==> config.mk <==
export PLATFORM = sky130hd
export DESIGN_NAME = uart_program_loader
export DESIGN_NICKNAME = d
export VERILOG_FILES = /design/src/rtl/uart_program_loader_pkg.sv /design/src/rtl/uart_rx.sv /design/src/rtl/uart_program_loader.sv
export SDC_FILE = /design/constraint.sdc
export NUM_CORES = 1
export LEC_CHECK = 0
export CAP_MARGIN = 20
export CELL_PAD_IN_SITES_DETAIL_PLACEMENT = 1
export CELL_PAD_IN_SITES_GLOBAL_PLACEMENT = 1
export CORE_MARGIN = 1
export CORE_UTILIZATION = 40
export CTS_CLUSTER_DIAMETER = 50
export DETAILED_ROUTE_END_ITERATION = 8
export GPL_TIMING_DRIVEN = 0
export PLACE_DENSITY = 0.66
export SLEW_MARGIN = 20
export SYNTH_ARGS = -nofsm -noshare
export SYNTH_HDL_FRONTEND = slang
export SYNTH_SLANG_ARGS = --single-unit
==> constraint.sdc <==
create_clock -name clk -period 5.2 [get_ports clk]
set_input_delay 1.04 -clock clk [delete_from_list [all_inputs] [get_ports clk]]
set_output_delay 1.04 -clock clk [all_outputs]
set_load 0.005 [all_outputs]
==> src/rtl/uart_program_loader_pkg.sv <==
// Shared types and constants for the UART program loader: packet FSM states,
// receiver states, default header byte and 8N1 frame constants.
package uart_program_loader_pkg;

    typedef enum logic [2:0] {
        StIdle,
        StLen,
        StData,
        StCsum,
        StDone,
        StErr
    } ld_state_e;

    typedef enum logic [1:0] {
        RxIdle,
        RxStart,
        RxData,
        RxStop
    } rx_state_e;

    localparam logic [7:0]  HeaderDefault = 8'hA5;
    localparam int unsigned FrameDataBits = 8;

endpackage

==> src/rtl/uart_rx.sv <==
// 8N1 UART receiver: 2-FF synchroniser, mid-bit sampling bit timer and LSB-first
// shift register. byte_valid_o / frame_err_o are single-cycle strobes on the stop sample.
module uart_rx
    import uart_program_loader_pkg::*;
#(
    parameter int unsigned CLKS_PER_BIT = 104
) (
    input  logic       clk_i,
    input  logic       rst_ni,
    input  logic       rx_i,
    output logic [7:0] rx_byte_o,
    output logic       byte_valid_o,
    output logic       frame_err_o
);

    localparam int unsigned CntW = $clog2(CLKS_PER_BIT);
    localparam logic [CntW-1:0] BitLast  = CntW'(CLKS_PER_BIT - 1);
    localparam logic [CntW-1:0] HalfLast = CntW'(CLKS_PER_BIT / 2 - 1);

    rx_state_e       state_q, state_d;
    logic            sync1_q, sync2_q, prev_q;
    logic [CntW-1:0] cnt_q, cnt_d;
    logic [2:0]      bit_q, bit_d;
    logic [7:0]      shift_q, shift_d;

    always_ff @(posedge clk_i or negedge rst_ni) begin
        if (!rst_ni) begin
            sync1_q <= 1'b1;
            sync2_q <= 1'b1;
            prev_q  <= 1'b1;
            state_q <= RxIdle;
            cnt_q   <= '0;
            bit_q   <= '0;
            shift_q <= '0;
        end else begin
            sync1_q <= rx_i;
            sync2_q <= sync1_q;
            prev_q  <= sync2_q;
            state_q <= state_d;
            cnt_q   <= cnt_d;
            bit_q   <= bit_d;
            shift_q <= shift_d;
        end
    end

    always_comb begin
        state_d      = state_q;
        cnt_d        = cnt_q + 1'b1;
        bit_d        = bit_q;
        shift_d      = shift_q;
        byte_valid_o = 1'b0;
        frame_err_o  = 1'b0;
        unique case (state_q)
            RxIdle: begin
                cnt_d = '0;
                if (prev_q && !sync2_q) begin
                    state_d = RxStart;
                end
            end
            RxStart: begin
                // Start bit must still be low at mid-bit, otherwise it was a glitch.
                if (cnt_q == HalfLast) begin
                    cnt_d   = '0;
                    bit_d   = '0;
                    state_d = sync2_q ? RxIdle : RxData;
                end
            end
            RxData: begin
                if (cnt_q == BitLast) begin
                    cnt_d   = '0;
                    shift_d = {sync2_q, shift_q[7:1]};
                    bit_d   = bit_q + 1'b1;
                    if (bit_q == 3'(FrameDataBits - 1)) begin
                        state_d = RxStop;
                    end
                end
            end
            RxStop: begin
                if (cnt_q == BitLast) begin
                    cnt_d        = '0;
                    state_d      = RxIdle;
                    byte_valid_o = sync2_q;
                    frame_err_o  = !sync2_q;
                end
            end
            default: state_d = RxIdle;
        endcase
    end

    assign rx_byte_o = shift_q;

endmodule

==> src/rtl/uart_program_loader.sv <==
// Serial program loader: parses HEADER/LEN/data/CSUM packets from uart_rx, writes the
// data bytes into program memory, holds the CPU during a load and restarts it on success.
module uart_program_loader
    import uart_program_loader_pkg::*;
#(
    parameter int unsigned CLKS_PER_BIT = 104,
    parameter int unsigned ADDR_W       = 4,
    parameter logic [7:0]  HEADER       = HeaderDefault
) (
    input  logic              clk,
    input  logic              rst_btn,
    input  logic              rx,
    output logic [ADDR_W-1:0] mem_addr,
    output logic [7:0]        mem_data,
    output logic              mem_we,
    output logic              cpu_hold,
    output logic              cpu_rst,
    output logic              load_done,
    output logic              load_err,
    output logic [ADDR_W:0]   byte_count
);

    localparam int unsigned CntW     = ADDR_W + 1;
    localparam int unsigned Depth    = 2 ** ADDR_W;
    localparam logic [8:0]  DepthMax = 9'(Depth);

    logic [7:0] rx_byte;
    logic       byte_valid;
    logic       frame_err;

    uart_rx #(
        .CLKS_PER_BIT (CLKS_PER_BIT)
    ) u_uart_rx (
        .clk_i        (clk),
        .rst_ni       (rst_btn),
        .rx_i         (rx),
        .rx_byte_o    (rx_byte),
        .byte_valid_o (byte_valid),
        .frame_err_o  (frame_err)
    );

    ld_state_e         state_q, state_d;
    logic [CntW-1:0]   cnt_q, cnt_d, cnt_inc;
    logic [CntW-1:0]   len_q, len_d;
    logic [7:0]        sum_q, sum_d, sum_next;
    logic              we_q, we_d;
    logic [ADDR_W-1:0] addr_q, addr_d;
    logic [7:0]        data_q, data_d;

    always_ff @(posedge clk or negedge rst_btn) begin
        if (!rst_btn) begin
            state_q <= StIdle;
            cnt_q   <= '0;
            len_q   <= '0;
            sum_q   <= '0;
            we_q    <= 1'b0;
            addr_q  <= '0;
            data_q  <= '0;
        end else begin
            state_q <= state_d;
            cnt_q   <= cnt_d;
            len_q   <= len_d;
            sum_q   <= sum_d;
            we_q    <= we_d;
            addr_q  <= addr_d;
            data_q  <= data_d;
        end
    end

    assign cnt_inc  = cnt_q + 1'b1;
    assign sum_next = sum_q + rx_byte;

    always_comb begin
        state_d = state_q;
        cnt_d   = cnt_q;
        len_d   = len_q;
        sum_d   = sum_q;
        we_d    = 1'b0;
        addr_d  = addr_q;
        data_d  = data_q;
        unique case (state_q)
            // Framing errors are ignored while waiting for a header.
            StIdle, StErr: begin
                if (byte_valid && rx_byte == HEADER) begin
                    state_d = StLen;
                    cnt_d   = '0;
                end
            end
            StLen: begin
                if (frame_err) begin
                    state_d = StErr;
                end else if (byte_valid) begin
                    if (rx_byte != 8'h00 && {1'b0, rx_byte} <= DepthMax) begin
                        state_d = StData;
                        len_d   = CntW'(rx_byte);
                        sum_d   = rx_byte;
                    end else begin
                        state_d = StErr;
                    end
                end
            end
            StData: begin
                if (frame_err) begin
                    state_d = StErr;
                end else if (byte_valid) begin
                    we_d   = 1'b1;
                    addr_d = cnt_q[ADDR_W-1:0];
                    data_d = rx_byte;
                    cnt_d  = cnt_inc;
                    sum_d  = sum_next;
                    if (cnt_inc == len_q) begin
                        state_d = StCsum;
                    end
                end
            end
            StCsum: begin
                if (frame_err) begin
                    state_d = StErr;
                end else if (byte_valid) begin
                    state_d = (sum_next == 8'h00) ? StDone : StErr;
                end
            end
            StDone:  state_d = StIdle;
            default: state_d = StIdle;
        endcase
    end

    // Hold covers error state too so a partial image never runs.
    assign cpu_hold   = (state_q == StLen) || (state_q == StData) ||
                        (state_q == StCsum) || (state_q == StErr);
    assign load_done  = (state_q == StDone);
    assign cpu_rst    = (state_q == StDone);
    assign load_err   = (state_q == StErr);
    assign mem_we     = we_q;
    assign mem_addr   = addr_q;
    assign mem_data   = data_q;
    assign byte_count = cnt_q;

endmodule

# After elaboration in Yosys (flattened, before gate mapping)
# Cells that the tools add are included.
# classes
n_addsub	4
order_cmp	1
n_eq_ne	28
n_mux	41
n_bitwise	1
reduce_logical	24
# ops
cell	count
8-bit 2-to-1 mux	5
3-bit 2-to-1 mux	11
7-bit one-hot mux with 3 select lines	1
8-bit one-hot mux with 2 select lines	1
5-bit 2-to-1 mux	3
7-bit 2-to-1 mux	2
2-bit 2-to-1 mux	6
2-bit inequality test, second input constant	6
3-bit inequality test, second input constant	4
3-bit one-hot mux with 4 select lines	1
2-bit by 1-bit inequality test with 1-bit output, second input constant	5
5-bit one-hot mux with 2 select lines	1
5-bit AND reduction	2
3-bit == test, second input constant	3
8-bit adder	1
8-bit == test, second input constant	1
8-bit by 5-bit <= comparator with 1-bit output, second input constant	1
8-bit zero test	1
1-bit 2-to-1 mux	8
2-bit one-hot mux with 4 select lines	1
4-bit AND reduction	2
8-bit nonzero test	1
7-bit by 1-bit adder with 7-bit output, second input constant	1
7-bit by 6-bit == test with 1-bit output, second input constant	1
other kinds (20)	30
# totals
ff_bits	57
elab_cells	113

# Longest topological paths before layout
# Gate-level depths: netlist of run 1.
# depth
word_depth	6
ltp_mapped	9

# By module
# A second synthesis of run 1 with hierarchy kept.
# unflattened
hier_cells	304
hier_area_um2	3079.2
# modules_own_cells
mod	n_inst	cells_per_inst	area_per_inst_um2
uart_program_loader	1	218	2033.2
uart_rx	1	86	1046.0

# Worst setup path before layout of run 1
# OpenSTA, ideal clock, no wires.
# synth_path
path_type	register to output
from	reg state_q[2]
to	out load_done
t_arrival_ps	1038
t_required_ps	4160
slack_ps	3122
path_stages_with_launch	5
cell_sequence	dfrtp_1 buf_2 buf_1 and2_1 buf_4
# synth_via
elab_chain_len	1
# synth_lines
element	line	source
start: declaration	uart_program_loader.sv:42	ld_state_e state_q, state_d;
start signal: assignment	uart_program_loader.sv:52	state_q <= StIdle;
start signal: assignment	uart_program_loader.sv:60	state_q <= state_d;
3-bit == test	--	
end: declaration	uart_program_loader.sv:18	output logic load_done,
# Every way passes these cells.

# Worst setup path after layout of run 1
# layout_path
from	reg state_q[2]
to	out load_done
# layout_via
elab_chain_len	1
# layout_lines
element	line	source
3-bit == test	uart_program_loader.sv:131	assign load_done = (state_q == StDone);
# Every way passes these cells.

==> results of run 1 <==
[flip-flops by register name, indices dropped and copies added (netlist names), 3 cells and up, named ones only]
signal and cells:
u_uart_rx.rx_byte_o 8, u_uart_rx.bit_q 3, state_q 3, mem_addr 4, byte_count 5, u_uart_rx.cnt_q 7, sum_q 8, mem_data 8
len_q 5
[worst max-delay path by stage]
stage | start | endpoint | cells past startpoint
CTS | state_q[2]$_DFFE_PN0P_ | load_done | 5
floorplan | state_q[2]$_DFFE_PN0P_ | load_done | 4
global route | state_q[2]$_DFFE_PN0P_ | load_done | 5
detailed placement | state_q[2]$_DFFE_PN0P_ | load_done | 5
global placement | rst_btn | state_q[0]$_DFFE_PN0P_ | 1
finish | state_q[2]$_DFFE_PN0P_ | load_done | 5
[metal layers]
metal / up-vias / GRT usage / routed length, microns
met2: 20 / 0.318 / 3270
met5: - / 0 / 0
met4: 0 / 0.0792 / 115
met1: 1130 / 0.267 / 3470
met3: 10 / 0.0499 / 154
li1: 1085 / - / -
[worst max-delay path: cells and delay by family (launching register included)]
kind,cells,cell delay (ps)
buffers and inverters,4,1120
AND/OR/NAND/NOR,1,210
flip-flops,1,320
[power by group through the flow]
stage          combinational (mW)  clock, mW  sequential [mW]
2_1_floorplan              0.0465          0            0.492
3_3_place_gp               0.0642          0            0.497
3_5_place_dp               0.0673          0            0.498
4_1_cts                    0.0679      0.431            0.490
5_1_grt                    0.0771      0.449            0.493
6_report                   0.0667      0.420            0.490
[synthesized netlist by cell type (3+ instances only)]
cell type,number,share of area
nor2_1,20,0.025
mux2i_1,6,0.020
nor3_1,3,0.0050
o31ai_1,4,0.0099
xor2_1,10,0.029
nor4_1,5,0.010
dfrtp_1,54,0.45
nand4_1,3,0.0062
nand3_1,7,0.012
xnor2_1,6,0.017
a21oi_1,9,0.015
inv_1,10,0.012
dfstp_2,3,0.026
nor2b_1,4,0.0083
nand2_1,22,0.027
o21ai_0,21,0.035
ha_1,11,0.046
nand2b_1,3,0.0062
mux2_2,24,0.089
buf_2,8,0.013
[cell families (layout without fill, tap and decap cells)]
family                   count (synthesis)  in the layout
XOR/XNOR                                16             16
adder cells (fa/ha/maj)                 12             12
buffers and inverters                   22             62
AO/OA/AOI/OAI                           58             58
AND/OR/NAND/NOR                         86             86
flip-flops                              57             57
multiplexers                            30             30
[through the flow]
step	util	hold slack, ps
2_1_floorplan	-	345
4_1_cts	0.494	360
6_report	0.494	359
3_5_place_dp	0.468	350
3_3_place_gp	0.464	350
5_1_grt	0.494	368
[final cells by class]
type                       count  area, sq um
inverter                      10         37.5
clock buffer                  10          138
multi-input combinational    202         1500
buffer                        12         58.8
sequential                    57         1430
timing repair buffer          25          265
fill                         850         3690
tap                           99          124
clock inverter                 5         56.3
[layout by cell type, fill, tap and decap left out, types with 2 or more instances in the layout]
| cell type | synthesis | layout |
|---|---|---|
| nor4b_1 | 2 | 2 |
| nor3_1 | 3 | 3 |
| dfstp_2 | 3 | 3 |
| nand3_1 | 7 | 7 |
| o21a_1 | 2 | 2 |
| o31a_1 | 2 | 2 |
| a311oi_1 | 2 | 2 |
| nand2_1 | 22 | 22 |
| o31ai_1 | 4 | 4 |
| ha_1 | 11 | 11 |
| a21o_1 | 2 | 2 |
| nand4_1 | 3 | 3 |
| clkdlybuf4s50_1 | 0 | 23 |
| a211o_1 | 2 | 2 |
| o41ai_1 | 2 | 2 |
| xor2_1 | 10 | 10 |
| clkbuf_1 | 2 | 2 |
| a211oi_1 | 2 | 2 |
| dfrtp_1 | 54 | 54 |
| o21ai_0 | 21 | 21 |
| mux2i_1 | 6 | 6 |
| a21oi_1 | 9 | 9 |
| nor4_1 | 5 | 5 |
| nand2b_1 | 3 | 3 |
| clkinv_2 | 0 | 2 |
| clkbuf_8 | 0 | 10 |
| xnor2_1 | 6 | 6 |
| buf_2 | 8 | 8 |
| nor3b_1 | 2 | 2 |
| inv_1 | 10 | 10 |
| nor2_1 | 20 | 20 |
| mux2_2 | 24 | 24 |
| nor2b_1 | 4 | 4 |
| buf_4 | 1 | 2 |
==> results.sh, run 1 <==
export IMPL_setup_viol=0
export IMPL_io_buffers=24
export IMPL_dr_pass1_iters=4
export IMPL_grt_pass1_vias=2279
export IMPL_die_w_microns=88.9
export IMPL_synth_compound_area_share=0.130
export IMPL_r2r_slack_ps=2750
export IMPL_die_h_microns=88.9
export IMPL_crit_required_ps=4160
export IMPL_synth_distinct_cells=58
export IMPL_area_growth_pct=19.3
export IMPL_gr_total_overflow=0
export IMPL_grt_usage=0.201
export IMPL_synthesis_nets=296
export IMPL_setup_ws_ps=2160
export IMPL_synth_seq_cells=57
export IMPL_synth_xor_area_frac=0.0464
export IMPL_hold_start="u_uart_rx.sync1_q$_DFF_PN1_"
export IMPL_synthArstFlopShare=1.00
export IMPL_synth_adder_area_share=0.0522
export IMPL_maxSlewViolCount=0
export IMPL_place_inst=405
export IMPL_cp_start_kind="flop"
export IMPL_io_pins=25
export IMPL_worst_clock_skew_ps=6.96
export IMPL_p_clk_frac=0.430
export IMPL_drt_iter0_drc=78
export IMPL_cts_root_buf="clkbuf_8"
export IMPL_row_count=31
export IMPL_grt_max_degree=57
export IMPL_clk_pin_slew_ps=70
export IMPL_dp_hpwl_mm=4.99
export IMPL_worstSetupEndpointType="output pin"
export IMPL_path_max_fanout=10
export IMPL_cts_tree="yes"
export IMPL_rsz0062_at_grt="false"
export IMPL_period_share=0.584
export IMPL_holdPathStages=0
export IMPL_die_area_sq_mm=0.00791
export IMPL_vdd_ir_drop_max_v=0.000200
export IMPL_worstPathCellList="buf_2, buf_1, and2_1, buf_4, clkdlybuf4s50_1"
export IMPL_wl_mm=7.02
export IMPL_core_area_sq_mm=0.00729
export IMPL_worst_pin_slew_ps=603
export IMPL_synthCells=281
export IMPL_p_int_mw=0.727
export IMPL_ys_warn_count=0
export IMPL_r2r_cells=6
export IMPL_synth_top_family_by_area="simple AND/OR/NAND/NOR gates"
export IMPL_drc=0
export IMPL_wl_per_cell_microns=16.7
export IMPL_critPathSlowestCell="clkdlybuf4s50_1"
export IMPL_outcome="finished, final reports clean"
export IMPL_ant_nets=0
export IMPL_p_sw_frac=0.255
export IMPL_gp_congestion=0.779
export IMPL_total_power_mw=0.976
export IMPL_p_per_area_mw_per_mm2=271
export IMPL_vias=2245
export IMPL_timing_setup_tns_ps=0
export IMPL_r2r_end="mem_data[7]$_DFFE_PN0P_"
export IMPL_muxShareOfSynthArea=0.109
export IMPL_via_per_inst=5.35
export IMPL_yosys_area_share_simple=0.157
export IMPL_min_delay_worst_endpoint="u_uart_rx.sync2_q$_DFF_PN1_"
export IMPL_crit_type="reg -> out"
export IMPL_p_leak_nw=1.63
export IMPL_netlist_area_sq_mm=0.00302
export IMPL_finalHoldViolCount=0
export IMPL_maxCapViolations=0
export IMPL_synth_main_ff_cell="dfrtp_1"
export IMPL_relSlewSlack=0.595
export IMPL_final_nets=332
export IMPL_dp_slack_ps=2510
export IMPL_grt_pass1_wl_mm=11.5
export IMPL_fin_area_sq_mm=0.00360
export IMPL_diodes=0
export IMPL_net_switching_power_mw=0.249
export IMPL_hp_class="reg -> reg"
export IMPL_cts_resized=0
export IMPL_cp_arrival_ps=2000
export IMPL_slowest_delay_ps=480
export IMPL_placed_area_sq_mm=0.00341
export IMPL_max_freq_mhz=329
export IMPL_fin_cells=420
export IMPL_htreeDepth=3
export IMPL_cts_buffer_depth=2
export IMPL_synth_edf_count=0
export IMPL_synth_seq_area_share=0.473
export IMPL_syn_avg_cell_area_sq_um=10.8
export IMPL_grt_antenna_before_repair=0
export IMPL_cts_hold_buf=0
export IMPL_finalCriticalPeriod_ps=3040
export IMPL_cts_buffers=9
export IMPL_r2r_start="u_uart_rx.cnt_q[0]$_DFF_PN0_"
export IMPL_drive_gt1_frac=0.196
export IMPL_cts_setup_buffers=0
export IMPL_start_util=0.414
export IMPL_p_comb_frac=0.068
export IMPL_clk_latency_ps=350
export IMPL_p_seq_frac=0.502
export IMPL_numClockSinks=57
(Power assumes the default switching activity.)
==> inputs of run 2 (changes only) <==
--- a/config.mk
+++ b/config.mk
@@ -13,7 +13,7 @@
 export CTS_CLUSTER_DIAMETER = 50
 export DETAILED_ROUTE_END_ITERATION = 8
 export GPL_TIMING_DRIVEN = 0
-export PLACE_DENSITY = 0.66
+export PLACE_DENSITY = 0.69
 export SLEW_MARGIN = 20
 export SYNTH_ARGS = -nofsm -noshare
 export SYNTH_HDL_FRONTEND = slang
==> constraint.sdc (replaced) <==
create_clock -name clk -period 2.7 [get_ports clk]
set_input_delay 0.54 -clock clk [delete_from_list [all_inputs] [get_ports clk]]
set_output_delay 0.54 -clock clk [all_outputs]
set_load 0.005 [all_outputs]
==> results.sh, run 2 (synthesis gave the netlist of run 1 again) <==
export IMPL_outcome="finished, final reports clean"
export IMPL_final_common_cell="dfrtp_1"
export IMPL_dr_pass1_iters=4
export IMPL_drt_iter0_drc=42
export IMPL_net_switching_power_mw=0.508
export IMPL_wl_per_cell_microns=16.8
export IMPL_die_h_microns=88.9
export IMPL_critPathSlowestCell="clkdlybuf4s50_1"
export IMPL_hp_class="reg -> reg"
export IMPL_die_w_microns=88.9
export IMPL_critPathTopFamily="buffers and inverters"
export IMPL_cts_setup_buffers=0
export IMPL_row_count=31
export IMPL_fillCellCount=833
export IMPL_p_comb_frac=0.068
export IMPL_maxCapViolations=0
export IMPL_crit_type="reg -> out"
export IMPL_numClockSinks=57
export IMPL_wl_mm=7.07
export IMPL_io_pins=25
export IMPL_htreeDepth=3
export IMPL_p_per_area_mw_per_mm2=530
export IMPL_timing_setup_tns_ps=0
export IMPL_max_freq_mhz=397
export IMPL_worst_pin_slew_ps=608
export IMPL_worst_clock_skew_ps=7.74
export IMPL_grt_usage=0.205
export IMPL_relSlewSlack=0.592
export IMPL_mostFrequentLayoutCells="dfrtp_1, mux2_2, clkdlybuf4s50_1"
export IMPL_setup_viol=0
export IMPL_p_leak_nw=1.64
export IMPL_crit_required_ps=2160
export IMPL_cts_buffers=9
export IMPL_p_clk_frac=0.442
export IMPL_die_area_sq_mm=0.00791
export IMPL_grt_max_degree=57
export IMPL_gr_total_overflow=0
export IMPL_worstSetupEndpointType="output pin"
export IMPL_slowest_delay_ps=480
export IMPL_cp_start_kind="flop"
export IMPL_worstPathCellList="buf_2, buf_1, and2_1, buf_4, clkdlybuf4s50_1"
export IMPL_io_buffers=24
export IMPL_vias=2269
export IMPL_drive_gt1_frac=0.201
export IMPL_clk_pin_slew_ps=70
export IMPL_cts_tree="yes"
export IMPL_core_area_sq_mm=0.00729
export IMPL_finalHoldViolCount=0
export IMPL_r2r_slack_ps=270
export IMPL_diodes=0
export IMPL_cp_arrival_ps=1980
export IMPL_cts_root_buf="clkbuf_8"
export IMPL_start_util=0.414
export IMPL_via_per_inst=5.38
export IMPL_vdd_ir_drop_max_v=0.000423
export IMPL_grt_antenna_before_repair=0
export IMPL_period_share=0.932
export IMPL_drc=0
export IMPL_cts_buffer_depth=2
export IMPL_p_sw_frac=0.263
export IMPL_total_power_mw=1.93
export IMPL_p_seq_frac=0.489
export IMPL_rsz0062_at_grt="false"
export IMPL_grt_pass1_vias=2392
export IMPL_grt_pass1_wl_mm=12.0
export IMPL_path_max_fanout=10
export IMPL_ant_nets=0
export IMPL_area_growth_pct=20.3
export IMPL_cp_num_buf_inv=4
export IMPL_dp_hpwl_mm=5.04
export IMPL_final_nets=333
export IMPL_p_int_mw=1.42
export IMPL_gp_congestion=0.755
export IMPL_finalCriticalPeriod_ps=2520
export IMPL_clk_latency_ps=340
export IMPL_maxSlewViolCount=0
-- run 2: per-layer routing --
| metal | share of wire | up-vias | wire length (microns) | global-route usage |
|---|---|---|---|---|
| met3 | 0.024 | 10 | 173 | 0.0499 |
| met4 | 0.011 | 0 | 76 | 0.0557 |
| li1 | - | 1082 | - | - |
| met1 | 0.48 | 1147 | 3410 | 0.267 |
| met5 | 0 | - | 0 | 0 |
| met2 | 0.48 | 30 | 3410 | 0.344 |
-- run 2: path summary, 6_finish.rpt --
path / startpoint / end / cells past startpoint
max: state_q[2]$_DFFE_PN0P_ / load_done / 5
min: u_uart_rx.sync1_q$_DFF_PN1_ / u_uart_rx.sync2_q$_DFF_PN1_ / 0
max in group asynchronous: rst_btn / u_uart_rx.prev_q$_DFF_PN1_ / 3
max reg2reg: u_uart_rx.rx_byte_o[0]$_DFFE_PN0P_ / state_q[0]$_DFFE_PN0P_ / 9
min reg2reg: u_uart_rx.sync1_q$_DFF_PN1_ / u_uart_rx.sync2_q$_DFF_PN1_ / 0
min in group asynchronous: rst_btn / mem_data[4]$_DFFE_PN0P_ / 2
-- run 2: power groups by stage --
stage	Combinational [mW]	Clock, mW	Sequential (mW)
CTS	0.134	0.873	0.944
finish	0.132	0.853	0.943
detailed placement	0.132	0	0.960
global route	0.149	0.905	0.950
floorplan	0.0896	0	0.947
global placement	0.123	0	0.957
-- run 2: layout make-up --
| cell class | count | area, sq um | area share |
|---|---|---|---|
| clock inverter | 6 | 72.6 | 0.0200 |
| buffer | 12 | 58.8 | 0.0162 |
| clock buffer | 10 | 138 | 0.0379 |
| inverter | 10 | 37.5 | 0.0103 |
| sequential | 57 | 1430 | 0.393 |
| tap | 99 | 124 | 0.0341 |
| timing repair buffer | 26 | 275 | 0.0757 |
| multi-input combinational | 202 | 1500 | 0.413 |
-- run 2: timing repair --
action | CTS | global route
endpoints found under the hold margin | 1 | 0
hold buffers | 1 | 0
resized for setup | 0 | 1
setup endpoints to repair | 0 | 5
-- run 2: worst reg2reg max path, cell delays in order, from the launching register on --
cell,delay [ps]
dfrtp_1,500
ha_1,250
inv_1,60
fa_1,400
nor2b_1,170
o31a_1,200
nor4_1,60
a311oi_1,320
and4b_1,280
o41ai_2,60
-- run 2: stage by stage --
stage	utilization	setup WS (ps)	cells	instance area, sq um	hold WS [ps]
floorplan	-	626	281	3020	244
global placement	0.464	-741	404	3390	347
detailed placement	0.468	242	405	3410	339
CTS	0.498	151	422	3630	369
global route	0.499	63.7	422	3640	375
finish	0.499	183	422	3640	360
==> inputs of run 3 (changes only) <==
--- a/config.mk
+++ b/config.mk
@@ -13,7 +13,7 @@
 export CTS_CLUSTER_DIAMETER = 50
 export DETAILED_ROUTE_END_ITERATION = 8
 export GPL_TIMING_DRIVEN = 0
-export PLACE_DENSITY = 0.69
+export PLACE_DENSITY = 0.66
 export SLEW_MARGIN = 20
 export SYNTH_ARGS = -nofsm -noshare
 export SYNTH_HDL_FRONTEND = slang
==> constraint.sdc (replaced) <==
create_clock -name clk -period 2.4 [get_ports clk]
set_input_delay 0.48 -clock clk [delete_from_list [all_inputs] [get_ports clk]]
set_output_delay 0.48 -clock clk [all_outputs]
set_load 0.005 [all_outputs]
==> results.sh, run 3 (synthesis gave the netlist of run 1 again) <==
export IMPL_outcome="finished, final reports clean"
export IMPL_dp_hpwl_mm=4.99
export IMPL_gr_total_overflow=0
export IMPL_die_w_microns=88.9
export IMPL_finalCriticalPeriod_ps=2270
export IMPL_core_area_sq_mm=0.00729
export IMPL_critPathTopFamily="buffers and inverters"
export IMPL_mostFrequentLayoutCells="dfrtp_1, mux2_2, clkdlybuf4s50_1"
export IMPL_critPathSlowestCell="clkdlybuf4s50_1"
export IMPL_max_freq_mhz=441
export IMPL_cts_buffers=9
export IMPL_grt_max_degree=57
export IMPL_wl_per_cell_microns=16.6
export IMPL_start_util=0.414
export IMPL_drive_gt1_frac=0.217
export IMPL_clk_latency_ps=340
export IMPL_grt_pass1_vias=2284
export IMPL_finalHoldViolCount=0
export IMPL_via_per_inst=5.33
export IMPL_fillCellCount=844
export IMPL_row_count=31
export IMPL_drc=0
export IMPL_drt_iter0_drc=78
export IMPL_cp_arrival_ps=1790
export IMPL_crit_required_ps=1920
export IMPL_ant_nets=0
export IMPL_crit_type="reg -> out"
export IMPL_grt_pass1_wl_mm=11.5
export IMPL_cp_num_buf_inv=3
export IMPL_hp_class="reg -> reg"
export IMPL_vdd_ir_drop_max_v=0.000433
export IMPL_numClockSinks=57
export IMPL_place_inst=405
export IMPL_worstSetupEndpointType="output pin"
export IMPL_diodes=0
export IMPL_area_growth_pct=20.9
export IMPL_setup_viol=0
export IMPL_vias=2243
export IMPL_dr_pass1_iters=4
export IMPL_die_h_microns=88.9
export IMPL_cts_buffer_depth=2
export IMPL_worst_pin_slew_ps=618
export IMPL_worst_clock_skew_ps=7.36
export IMPL_slowest_delay_ps=480
export IMPL_htreeDepth=3
export IMPL_final_common_cell="dfrtp_1"
export IMPL_gp_congestion=0.779
export IMPL_p_leak_nw=1.63
export IMPL_rsz0062_at_grt="false"
export IMPL_grt_antenna_before_repair=0
export IMPL_io_buffers=24
export IMPL_multi_input_area_sq_mm=0.00153
export IMPL_seq_area_sq_mm=0.00143
export IMPL_die_area_sq_mm=0.00791
export IMPL_cts_root_buf="clkbuf_8"
export IMPL_maxCapViolations=0
export IMPL_period_share=0.945
export IMPL_grt_usage=0.202
export IMPL_maxSlewViolCount=0
export IMPL_io_pins=25
export IMPL_fin_cells=421
export IMPL_cts_tree="yes"
export IMPL_clk_pin_slew_ps=70
export IMPL_worstPathCellList="buf_2, nor2_4, and2_1, buf_4, clkdlybuf4s50_1"
export IMPL_final_nets=333
export IMPL_wl_mm=6.99
export IMPL_path_max_fanout=10
export IMPL_p_per_area_mw_per_mm2=577
export IMPL_finish_utilization=0.501
export IMPL_cp_start_kind="flop"
export IMPL_relSlewSlack=0.585
## run 3: cell types whose count changed in the layout (fill, tap and decap cells not counted), sizes merged
cell	change
clkinv	+2
inv	-3
## run 3: what timing repair did
| item | CTS | global route |
|---|---|---|
| endpoints found under the hold margin | 1 | 0 |
| pin swaps | 0 | 3 |
| gates resized for setup | 2 | 7 |
| setup endpoints to repair | 9 | 8 |
| buffers inserted | 0 | 1 |
| hold buffers | 1 | 0 |
## run 3: through the flow
step	instance area (sq um)	hold slack (ps)	total power, mW	worst slack (ps)	setup TNS, ps
after floorplan	3020	184	1.17	326	0
after global placement	3390	350	1.22	-1010	-56020
after detailed placement	3410	278	1.23	-109	-426
after CTS	3620	360	2.14	39.8	0
after global routing	3650	368	2.21	5.06	0
final	3650	360	2.11	132	0
## run 3: worst paths after layout
check,from,endpoint,slack (ps),cells after the start
max,state_q[0]$_DFFE_PN0P_,load_done,130,5
min,u_uart_rx.sync1_q$_DFF_PN1_,u_uart_rx.sync2_q$_DFF_PN1_,360,0
max reg2reg,byte_count[0]$_DFFE_PN0P_,state_q[0]$_DFFE_PN0P_,140,7
min reg2reg,u_uart_rx.sync1_q$_DFF_PN1_,u_uart_rx.sync2_q$_DFF_PN1_,360,0
max in group asynchronous,rst_btn,u_uart_rx.sync2_q$_DFF_PN1_,1430,3
min in group asynchronous,rst_btn,mem_data[0]$_DFFE_PN0P_,470,2
## run 3: final cells by class
| type | count | area share |
|---|---|---|
| Multi-Input combinational cell | 202 | 0.418 |
| Sequential cell | 57 | 0.392 |
| Timing Repair Buffer | 27 | 0.0774 |
| Clock inverter | 5 | 0.0154 |
| Inverter | 10 | 0.0103 |
| Clock buffer | 10 | 0.0377 |
| Buffer | 11 | 0.0151 |
| Tap cell | 99 | 0.0339 |
## run 3: metal layers
metal,GRT usage,wire length [microns],up-vias
met1,0.265,3430,1121
li1,-,-,1090
met3,0.0499,156,10
met2,0.321,3290,22
met5,0,0,-
met4,0.0792,114,0
## run 3: power breakdown
part	internal, mW	total, mW	leakage [nW]	switching, mW
Combinational	0.0702	0.146	0.763	0.0759
Sequential	1.01	1.06	0.773	0.0538
Clock	0.499	0.902	0.0981	0.403
Total	1.58	2.11	1.63	0.533
